## src/rtl/stage_if.sv

```systemverilog
// Instruction Fetch stage: owns the PC, drives a Wishbone-classic instruction
// port and hands one instruction (or a fetch fault) to decode through a
// one-entry output slot.
module stage_if #(
    parameter logic [31:0] RESET_ADDR = 32'h80000000,
    parameter logic [31:0] NOP_INST   = 32'h00000013
) (
    input  logic        clk_i,
    input  logic        rst_i,
    input  logic        flush_i,
    input  logic [31:0] pc_target_i,
    input  logic        stall_i,
    output logic [31:0] iport_addr_o,
    output logic        iport_cyc_o,
    output logic        iport_stb_o,
    input  logic [31:0] iport_dat_i,
    input  logic        iport_ack_i,
    input  logic        iport_err_i,
    output logic [31:0] instruction_o,
    output logic [31:0] pc_o,
    output logic        valid_o,
    output logic        e_inst_access_fault_o,
    output logic        e_inst_misaligned_o
);

    typedef enum logic [1:0] {
        S_IDLE    = 2'd0,
        S_FETCH   = 2'd1,
        S_DISCARD = 2'd2,
        S_HALT    = 2'd3
    } state_t;

    state_t      r_state, w_state_next;
    logic [31:0] r_pc, w_pc_next;
    logic [31:0] r_addr, w_addr_next;
    logic        r_cyc, w_cyc_next;
    logic [31:0] r_inst, w_inst_next;
    logic [31:0] r_slot_pc, w_slot_pc_next;
    logic        r_valid, w_valid_next;
    logic        r_fault, w_fault_next;
    logic        r_mis, w_mis_next;

    logic w_consume;
    logic w_slot_free;
    logic w_term;
    logic w_tgt_misaligned;

    assign w_consume        = r_valid && !stall_i;
    assign w_slot_free      = !r_valid || !stall_i;
    assign w_term           = iport_ack_i || iport_err_i;
    assign w_tgt_misaligned = (pc_target_i[1:0] != 2'b00);

    // State, PC, bus and slot registers; reset takes effect immediately.
    always_ff @(posedge clk_i or posedge rst_i) begin
        if (rst_i) begin
            r_state   <= S_IDLE;
            r_pc      <= RESET_ADDR;
            r_addr    <= RESET_ADDR;
            r_cyc     <= 1'b0;
            r_inst    <= NOP_INST;
            r_slot_pc <= 32'h0;
            r_valid   <= 1'b0;
            r_fault   <= 1'b0;
            r_mis     <= 1'b0;
        end else begin
            r_state   <= w_state_next;
            r_pc      <= w_pc_next;
            r_addr    <= w_addr_next;
            r_cyc     <= w_cyc_next;
            r_inst    <= w_inst_next;
            r_slot_pc <= w_slot_pc_next;
            r_valid   <= w_valid_next;
            r_fault   <= w_fault_next;
            r_mis     <= w_mis_next;
        end
    end

    // Next-state, PC and slot update; flush outranks stall and consume.
    always_comb begin
        w_state_next   = r_state;
        w_pc_next      = r_pc;
        w_inst_next    = r_inst;
        w_slot_pc_next = r_slot_pc;
        w_valid_next   = r_valid;
        w_fault_next   = r_fault;
        w_mis_next     = r_mis;

        // Default slot behaviour: a consumed entry empties the slot. HALT
        // overrides this below so the faulted entry stays put.
        if (flush_i || w_consume) begin
            w_valid_next = 1'b0;
            w_inst_next  = NOP_INST;
            w_fault_next = 1'b0;
            w_mis_next   = 1'b0;
        end

        case (r_state)
            S_IDLE, S_HALT: begin
                if (flush_i) begin
                    w_pc_next = pc_target_i;
                    if (w_tgt_misaligned) begin
                        // Misaligned target never reaches the bus; it is
                        // reported through the slot and fetch parks.
                        w_slot_pc_next = pc_target_i;
                        w_valid_next   = 1'b1;
                        w_mis_next     = 1'b1;
                        w_state_next   = S_HALT;
                    end else begin
                        w_state_next   = S_IDLE;
                    end
                end else if (r_state == S_HALT) begin
                    w_valid_next = r_valid;
                    w_inst_next  = r_inst;
                    w_fault_next = r_fault;
                    w_mis_next   = r_mis;
                end else if (w_slot_free) begin
                    w_state_next = S_FETCH;
                end
            end
            S_FETCH: begin
                if (flush_i) begin
                    w_pc_next    = pc_target_i;
                    w_state_next = w_term ? S_IDLE : S_DISCARD;
                end else if (iport_ack_i) begin
                    w_inst_next    = iport_dat_i;
                    w_slot_pc_next = r_pc;
                    w_valid_next   = 1'b1;
                    w_fault_next   = 1'b0;
                    w_mis_next     = 1'b0;
                    w_pc_next      = r_pc + 32'd4;
                    w_state_next   = S_IDLE;
                end else if (iport_err_i) begin
                    w_inst_next    = NOP_INST;
                    w_slot_pc_next = r_pc;
                    w_valid_next   = 1'b1;
                    w_fault_next   = 1'b1;
                    w_mis_next     = 1'b0;
                    w_state_next   = S_HALT;
                end
            end
            S_DISCARD: begin
                if (flush_i) begin
                    w_pc_next = pc_target_i;
                end
                if (w_term) begin
                    w_state_next = S_IDLE;
                end
            end
            default: w_state_next = S_IDLE;
        endcase
    end

    // The bus address tracks the PC except while a killed transfer drains,
    // where it must stay at the address originally presented.
    always_comb begin
        w_cyc_next  = (w_state_next == S_FETCH) || (w_state_next == S_DISCARD);
        w_addr_next = (w_state_next == S_DISCARD) ? r_addr : w_pc_next;
    end

    assign iport_addr_o          = r_addr;
    assign iport_cyc_o           = r_cyc;
    assign iport_stb_o           = r_cyc;
    assign instruction_o         = r_inst;
    assign pc_o                  = r_slot_pc;
    assign valid_o               = r_valid;
    assign e_inst_access_fault_o = r_fault;
    assign e_inst_misaligned_o   = r_mis;

endmodule

```

## config.mk

```make
export PLATFORM = sky130hd
export DESIGN_NAME = stage_if
export DESIGN_NICKNAME = d
export VERILOG_FILES = /design/src/rtl/stage_if.sv
export SDC_FILE = /design/constraint.sdc
export NUM_CORES = 1
export LEC_CHECK = 0
export ABC_CLOCK_PERIOD_IN_PS = 5010
export BUFFER_PORTS_ARGS = -buffer_cell sky130_fd_sc_hd__buf_2
export CAP_MARGIN = 20
export CORE_MARGIN = 8
export CORE_UTILIZATION = 45
export DETAILED_ROUTE_END_ITERATION = 10
export GPL_TIMING_DRIVEN = 0
export PLACE_DENSITY = 0.73
export SYNTH_ARGS = -nofsm -noshare
export SYNTH_HDL_FRONTEND = slang
export SYNTH_SLANG_ARGS = --single-unit
```

## constraint.sdc

```tcl
create_clock -name clk_i -period 5.01 [get_ports clk_i]
set_input_delay 0.501 -clock clk_i [delete_from_list [all_inputs] [get_ports clk_i]]
set_output_delay 0.501 -clock clk_i [all_outputs]
set_load 0.01 [all_outputs]
```

; ---- Word-level counts from Yosys, hierarchy flattened
; Index checks and enable logic that the tools add are counted.
[op_classes]
addsub = 1
n_eq_ne = 10
n_reduce_logical = 13
mux = 50
[op_table]
columns = op, n
row1 = $mux W32, 14
row2 = $pmux W32 S2, 3
row3 = $add A32 B3 Y32 const B, 1
row4 = $mux W1, 20
row5 = $mux W2, 9
row6 = $eq A2 B2 Y1 const B, 3
row7 = $ne A2 B2 Y1 const B, 3
row8 = $ne A3 B3 Y1 const B, 2
row9 = $pmux W1 S2, 3
row10 = $pmux W2 S3, 1
row11 = $reduce_and A5 Y1, 1
row12 = $eq A2 B1 Y1 const B, 2
row13 = $logic_or A1 B1 Y1, 4
row14 = $reduce_bool A2 Y1, 2
row15 = $reduce_or A3 Y1, 1
row16 = $logic_not A1 Y1, 2
row17 = $logic_not A2 Y1, 1
row18 = $reduce_or A2 Y1, 1
row19 = $logic_and A1 B1 Y1, 1
[totals]
elab_cells = 83
in_bits = 70
output_inout_bits = 101
regBits = 134

; ---- Logic depth before layout (Yosys ltp)
; Gate-level depths: netlist of the first run.
[logic_depth]
depth_word = 8
mapped_depth = 13

; ---- Least setup slack after synthesis of the first run
; Ideal clock, no wire load.
[synth_path]
path_type = flip-flop to flip-flop
startpoint = reg r_state[1]
endpoint = reg r_addr[26], in the netlist iport_addr_o[26]
path_buffers = 6
path_stages_with_launch = 13
synth_period_minus_slack_ps = 2945
t_arrival_ps = 2803
path_slack_ps = 2065
setup_ps = 142
cell_sequence = dfrtp_1 > inv_1 > ha_1 > clkbuf_8 > buf_2 > buf_1 > a32oi_1 > o31ai_1 > ha_1 > buf_6 > clkbuf_1 > clkbuf_1 > o221ai_1
[synth_via]
elab_chain_cells = 5
word_cells_on_any_way = 16
[synth_lines]
columns = item, line
row1 = from (decl), 33  ; state_t r_state, w_state_next;
row2 = from (signal assigned), 66  ; r_state <= w_state_next;
row3 = $eq A2 B2 Y1 (tied with other cells), "97, 111"
row4 = $mux W2 (on tied branches), "111, 124"
row5 = $mux W2 (on tied branches), "99, 121"
row6 = $pmux W2 S3 (*), 97  ; case (r_state)
row7 = via w_state_next[1], 33
row8 = $eq A2 B2 Y1 (*), 157  ; w_addr_next = (w_state_next == S_DISCARD) ? r_addr : w_pc_next;
row9 = to (signal assigned), 68  ; r_addr <= w_addr_next;
row10 = to (decl), 35  ; logic [31:0] r_addr, w_addr_next;
; The timed path passes the listed nets; every way through them passes the cells marked *.
; A chain may end at the register's enable or synchronous reset.

; ---- Worst setup path in the final report of the first run
[layout_path]
startpoint = reg r_state[1]
endpoint = reg r_addr[27], in the netlist iport_addr_o[27]
; The elaborated chain is that of the path after synthesis.

==> flow_summary.ini, run 1 <==
[cells_and_area]
multiInputGateArea_um2 = 2780
n_fill_cell = 1177
drive_gt1_frac = 0.330
final_common_cell = buf_2
finalNonFillerCells = 966
final_util = 0.585
areaGrowthSynthToFinish_pct = 27.2
seqCellArea_um2 = 3360
nets = 847
final_cell_mix = 174 x buf_2, 129 x dfrtp_1, 53 x nor2_1, 43 x nand2_1, 39 x a21oi_1

[clock_tree]
post_cts_resized = 0
ctsHoldBuffers = 0
numCtsBuffers = 17
cts_buffer_depth = 2
cts-root-buf = clkbuf_16
clkTransAtPathRegs_ns = 0.06
htreeDepth = 4
cts_tree = yes
clock-sinks = 134
clkLatencyLatePin_ns = 0.42
cts_setup_buffers = 0

[power]
power.total_w = 0.00471
ir_drop_mv = 0.252
power.density_nw_per_um2 = 580
p_leak_nw = 3.74

[synthesis]
synthArstFlopShare = 1.00
ys.flop_type = dfrtp_1
synthCells = 583
netlist_area_um2 = 6390
ys_seq_area_frac = 0.526
synth_fp_nets = 658
avgSynthCellArea_um2 = 11.0
synth-edff-count = 0
yosys_warnings = 0
ys_seq_elements = 134
ys_types = 59

[run_status]
run_status = finished clean

[global_route]
overflow = 0
antenna_found_initial = 2
grt_max_degree = 89
grt_usage = 0.202
first_global_vias = 5710
grt_pass1_wl_um = 29200

[worst_setup_path]
cp_cell_sequence = inv_1 > ha_1 > clkbuf_8 > buf_2 > buf_1 > a32oi_1 > o31ai_1 > ha_1 > buf_6 > clkbuf_1 > clkbuf_1 > o221ai_1
crit_type = flip-flop to flip-flop
crit_family = buffers and inverters
cp_num_buf_inv = 7
crit_arrival_ns = 4.12
endpoint_kind = flip-flop
cp-start-kind = flip-flop
path_depth = 12
worstPathRequired_ns = 5.28
reg2regPathDepth = 12
slowest_stage = buf_1
cpPeakStageDelay_ns = 0.61
worstPathMaxFanout = 10

[routing]
wl_per_cell_um = 18.8
avgViaCountPerCell = 5.53
vias = 5346
drc = 0
drt_iter0_drc = 398
ant_nets = 0
dr.pass1.iters = 5
routed_wirelength_um = 18100

[timing]
setup_viol = 0
tightest_slew_ns = 0.843
setup_ws_ns = 1.16
slew_viol_final = 0
rsz0062_at_grt = no
slew-limit-headroom = 0.438
hold_violations = 0
holdWs_ns = 0.100
clock_skew_ns = 0.00687
fin_crit_sh = 0.769
max_freq_ghz = 0.259
fin_crit_ns = 3.85

[place]
dp.cells = 933
port_buffers = 169
place_ws_ns = 0.954
dpl.hpwl_um = 13500
gp_congestion = 0.881

[floorplanning]
die_y_um = 135
initial_core_util = 0.460
die_area_um2 = 18300
num_io_pins = 171
rows = 43
fp.coreArea_um2 = 13900
die_width_um = 135

[min_path]
hold_class = input port to async pin

[run]
cap_viol_max_count = 0
final cells by class:
type	count	area share
Sequential cell	134	0.413
Multi-Input combinational cell	398	0.342
Timing Repair Buffer	170	0.107
Clock buffer	20	0.0562
Tap cell	180	0.0277
Buffer	39	0.0245
Clock inverter	12	0.0217
Inverter	12	0.00616
Antenna cell	1	0.000308
cell usage after synthesis, drive strengths merged (6+ instances only):
master	number	area share
xnor2	20	0.027
nor2b	6	0.0059
nor4	9	0.013
nor2	54	0.032
nand2	44	0.026
o21ai	19	0.015
o31ai	6	0.0071
a221o	10	0.016
mux2	28	0.049
and3	6	0.0061
inv	12	0.0071
dfrtp	129	0.51
a22o	29	0.040
nor3	9	0.0071
mux2i	33	0.052
nand4	8	0.014
clkbuf	25	0.019
buf	13	0.010
a21oi	39	0.031
o21a	7	0.0082
xor2	9	0.012
nand3	15	0.012
sequential cells by signal (all words and copies together), names as in the netlist:
register	cells
instruction_o	32
iport_addr_o	32
pc_o	32
r_pc	32
r_state	2
e_inst_access_fault_o	1
e_inst_misaligned_o	1
iport_cyc_o	1
valid_o	1
where the power goes:
group / switching [W] / leakage [nW] / internal [W] / total [W]
Combinational: 0.00100 / 1.83 / 0.000718 / 0.00172
Clock: 0.000479 / 0.294 / 0.000857 / 0.00134
Sequential: 0.000226 / 1.62 / 0.00143 / 0.00165
final timing paths:
kind | from | endpoint | slack, ns
max | r_state[1] | iport_addr_o[27] | 1.16
min reg2reg | iport_addr_o[2] | iport_addr_o[2] | 0.50
min in group clk_i | iport_dat_i[21] | instruction_o[21] | 0.29
max reg2reg | r_state[1] | iport_addr_o[27] | 1.16
min | rst_i | instruction_o[14] | 0.10
max in group asynchronous | rst_i | r_pc[31] | 4.10
routing by layer:
metal | wire length (µm) | vias up | global-route usage | share of wire
met5 | 10 | - | 0 | 0.00055
met4 | 387 | 2 | 0.0796 | 0.021
met3 | 1550 | 39 | 0.0773 | 0.086
met2 | 8150 | 236 | 0.316 | 0.45
met1 | 8050 | 2577 | 0.247 | 0.44
li1 | - | 2492 | - | -
worst register-to-register path, delay by kind of cell, from the launching register on:
family	cells	cell delay (ns)
buffers and inverters	7	2.20
AOI/OAI and AO/OA	3	0.69
DFF	1	0.44
adders and majority gates	2	0.38
cell families (layout without fill, tap and decap cells):
| family | Yosys count | after routing | share of synthesized area |
|---|---|---|---|
| AOI/OAI and AO/OA | 132 | 132 | 0.146 |
| xor gates and xnor gates | 29 | 29 | 0.0398 |
| adders and majority gates | 5 | 5 | 0.00980 |
| buffers and inverters | 51 | 253 | 0.0382 |
| DFF | 134 | 134 | 0.526 |
| muxes | 61 | 61 | 0.101 |
| other | 0 | 1 | 0 |
| and+or+nand+nor | 171 | 171 | 0.139 |
through the flow:
step	cell area (µm²)	TNS [ns]
floorplan	6390	0
global placement	7460	-59.91
detailed placement	7490	0
CTS	8120	0
global route	8130	0
finish	8130	0
Power figures use the tool's default switching activity.
==> run 2, diff against run 1 <==
ABC_AREA = 1   (was unset)
ABC_CLOCK_PERIOD_IN_PS = 3960   (was 5010)
clock period = 3.96 ns   (was 5.01 ns; I/O delays follow)
==> run 2 against run 1 <==
Effect of this change:
- sequential power up 32%
- core utilization shrank 0.43 points
- synthesized area is 3.6% higher
- critical path type unchanged
- critical endpoint is now iport_addr_o[21]
==> flow_summary.ini, run 2 <==
[routing]
drc = 0
avgViaCountPerCell = 5.33
drt_iter0_drc = 485
vias = 6236
ant_nets = 0
routed_wirelength_um = 21000
wl_per_cell_um = 18.0
dr.pass1.iters = 5

[synthesis]
avgSynthCellArea_um2 = 8.46
synth-edff-count = 0
netlist.area_leader.share = 0.488
ys_types = 43
ys_seq_area_frac = 0.508
synthCells = 782
synth_fp_nets = 857
ys_seq_elements = 134
netlist_area_um2 = 6610
synthMostInstantiatedCell = nand2_1
synthArstFlopShare = 1.00
ys.flop_type = dfrtp_1
yosys_warnings = 0
yosys-top-cells-count = 234 x nand2_1, 129 x dfrtp_1, 71 x nor2_1
yosys-top-cells-area = dfrtp_1 49%, nand2_1 13%, nor2_1 4.0%
synth_area_leader_cell = dfrtp_1

[floorplanning]
fp.coreArea_um2 = 14400
rows = 44
die_y_um = 137
initial_core_util = 0.459
num_io_pins = 171
die_width_um = 137
die_area_um2 = 18800

[clock_tree]
cts_tree = yes
cts_buffer_depth = 2
post_cts_resized = 0
clock-sinks = 134
numCtsBuffers = 17
cts_setup_buffers = 0
cts-root-buf = clkbuf_16
ctsHoldBuffers = 0
clkLatencyLatePin_ns = 0.42
clkTransAtPathRegs_ns = 0.06
htreeDepth = 4

[power]
p_leak_nw = 4.21
internal_power_w = 0.00400
clockPowerShare = 0.250
ir_drop_mv = 0.512
seqPwrFrac = 0.323
switchingPower_w = 0.00276
power.density_nw_per_um2 = 807
sw_frac_of_total = 0.409
power.share.combinational = 0.428

[worst_setup_path]
crit_arrival_ns = 3.41
reg2reg_to = iport_addr_o[21]
worstPathRequired_ns = 4.26
worstPathMaxFanout = 10
cp-start-kind = flip-flop
reg2regPathDepth = 13
r2r_slack_ns = 0.85
reg2reg_from = r_state[1]
crit_type = flip-flop to flip-flop
endpoint_kind = flip-flop

[global_route]
grt_max_degree = 37
grt_pass1_wl_um = 32600
overflow = 0
grt_usage = 0.227
first_global_vias = 6030
antenna_found_initial = 1

[timing]
rsz0062_at_grt = no
setup_viol = 0
hold_violations = 0
fin_crit_ns = 3.11
max_freq_ghz = 0.321
fin_crit_sh = 0.786
slew_viol_final = 0
clock_skew_ns = 0.00899
slew-limit-headroom = 0.477
tightest_slew_ns = 0.783
fin_tns_setup_ns = 0

[place]
dpl.hpwl_um = 15800
dp.cells = 1138
gp_congestion = 0.943
port_buffers = 169

[cells_and_area]
finalNonFillerCells = 1170
areaGrowthSynthToFinish_pct = 26.7
final_common_cell = nand2_1
final_cell_mix = 234 x nand2_1, 183 x buf_2, 129 x dfrtp_1, 71 x nor2_1
nets = 1048
drive_gt1_frac = 0.293
n_fill_cell = 1338

[run]
cap_viol_max_count = 0

[min_path]
hold_class = input port to async pin

[run_status]
run_status = finished clean
## run 2: cell types whose count changed in the layout (fill, tap and decap cells not counted), moves of 10 or more
cell | previous run | this run
nand2_1 | 43 | 234
a31oi_1 | 0 | 39
inv_1 | 11 | 50
nand3_1 | 15 | 50
mux2i_1 | 33 | 0
a21oi_1 | 39 | 11
mux2_2 | 27 | 0
xnor2_1 | 20 | 0
nor2_1 | 53 | 71
nand2_2 | 1 | 12
a221o_1 | 10 | 0
clkbuf_1 | 23 | 13
## run 2: metal layers
metal | GRT usage | part of all wire | vias up
met3 | 0.0613 | 0.097 | 43
met2 | 0.351 | 0.45 | 305
met4 | 0.0929 | 0.026 | 0
li1 | - | - | 2971
met5 | 0 | 0 | -
met1 | 0.296 | 0.42 | 2917
## run 2: worst max-delay path: stages (launching register included)
cell,delay [ns]
dfrtp_1,0.44
inv_1,0.07
ha_1,0.23
inv_2,0.14
buf_2,0.29
nor3_2,0.11
o21ai_0,0.17
nand3_1,0.08
o21ai_1,0.12
ha_1,0.30
clkinv_1,0.34
clkbuf_1,0.42
nand3_1,0.21
nand2_1,0.07
## run 2: cell type report
type                       count  area [µm²]  area share
antenna                        1        2.50    0.000299
buffer                        36         220      0.0263
clock buffer                  23         478      0.0570
clock inverter                 8         146      0.0175
inverter                      59         228      0.0272
multi-input combinational    553        2810       0.335
sequential                   134        3360       0.401
tap                          184         230      0.0275
timing repair buffer         172         906       0.108
## run 2: logic make-up after synthesis
family          Yosys count  synth area share
buf+inv                  95            0.0672
flops                   134             0.508
xor+xnor                  1           0.00132
fa+ha+maj                 5           0.00946
simple gates            417             0.281
compound gates          130             0.133
## run 2: power by group through the flow
stage / sequential, W / clock, W / combinational (W)
CTS: 0.00218 / 0.00170 / 0.00292
detailed placement: 0.00220 / 0 / 0.00289
floorplan: 0.00233 / 0 / 0.00166
global placement: 0.00218 / 0 / 0.00287
finish: 0.00218 / 0.00169 / 0.00289
global route: 0.00223 / 0.00177 / 0.00322
## run 2: per-stage QoR
stage          setup WS (ns)  instance area [µm²]  hold slack, ns   util  total power (W)
6_report               0.848                 8380           0.116  0.581          0.00676
5_1_grt                0.691                 8380           0.174  0.581          0.00722
4_1_cts                0.889                 8380           0.137  0.581          0.00680
3_5_place_dp           0.921                 7750           0.463  0.538          0.00509
3_3_place_gp           0.905                 7690           0.458  0.533          0.00504
2_1_floorplan           1.76                 6620           0.461      -          0.00400
## run 2: how the worst max path moves through the flow
stage / startpoint / endpoint / slack, ns / cells past startpoint
CTS: r_state[1] / iport_addr_o[23] / 0.89 / 13
detailed placement: r_state[1] / iport_addr_o[0] / 0.92 / 13
global route: r_state[1] / iport_addr_o[23] / 0.69 / 13
floorplan: r_state[1] / iport_addr_o[0] / 1.76 / 13
global placement: r_state[1] / iport_addr_o[23] / 0.91 / 13
finish: r_state[1] / iport_addr_o[21] / 0.85 / 13
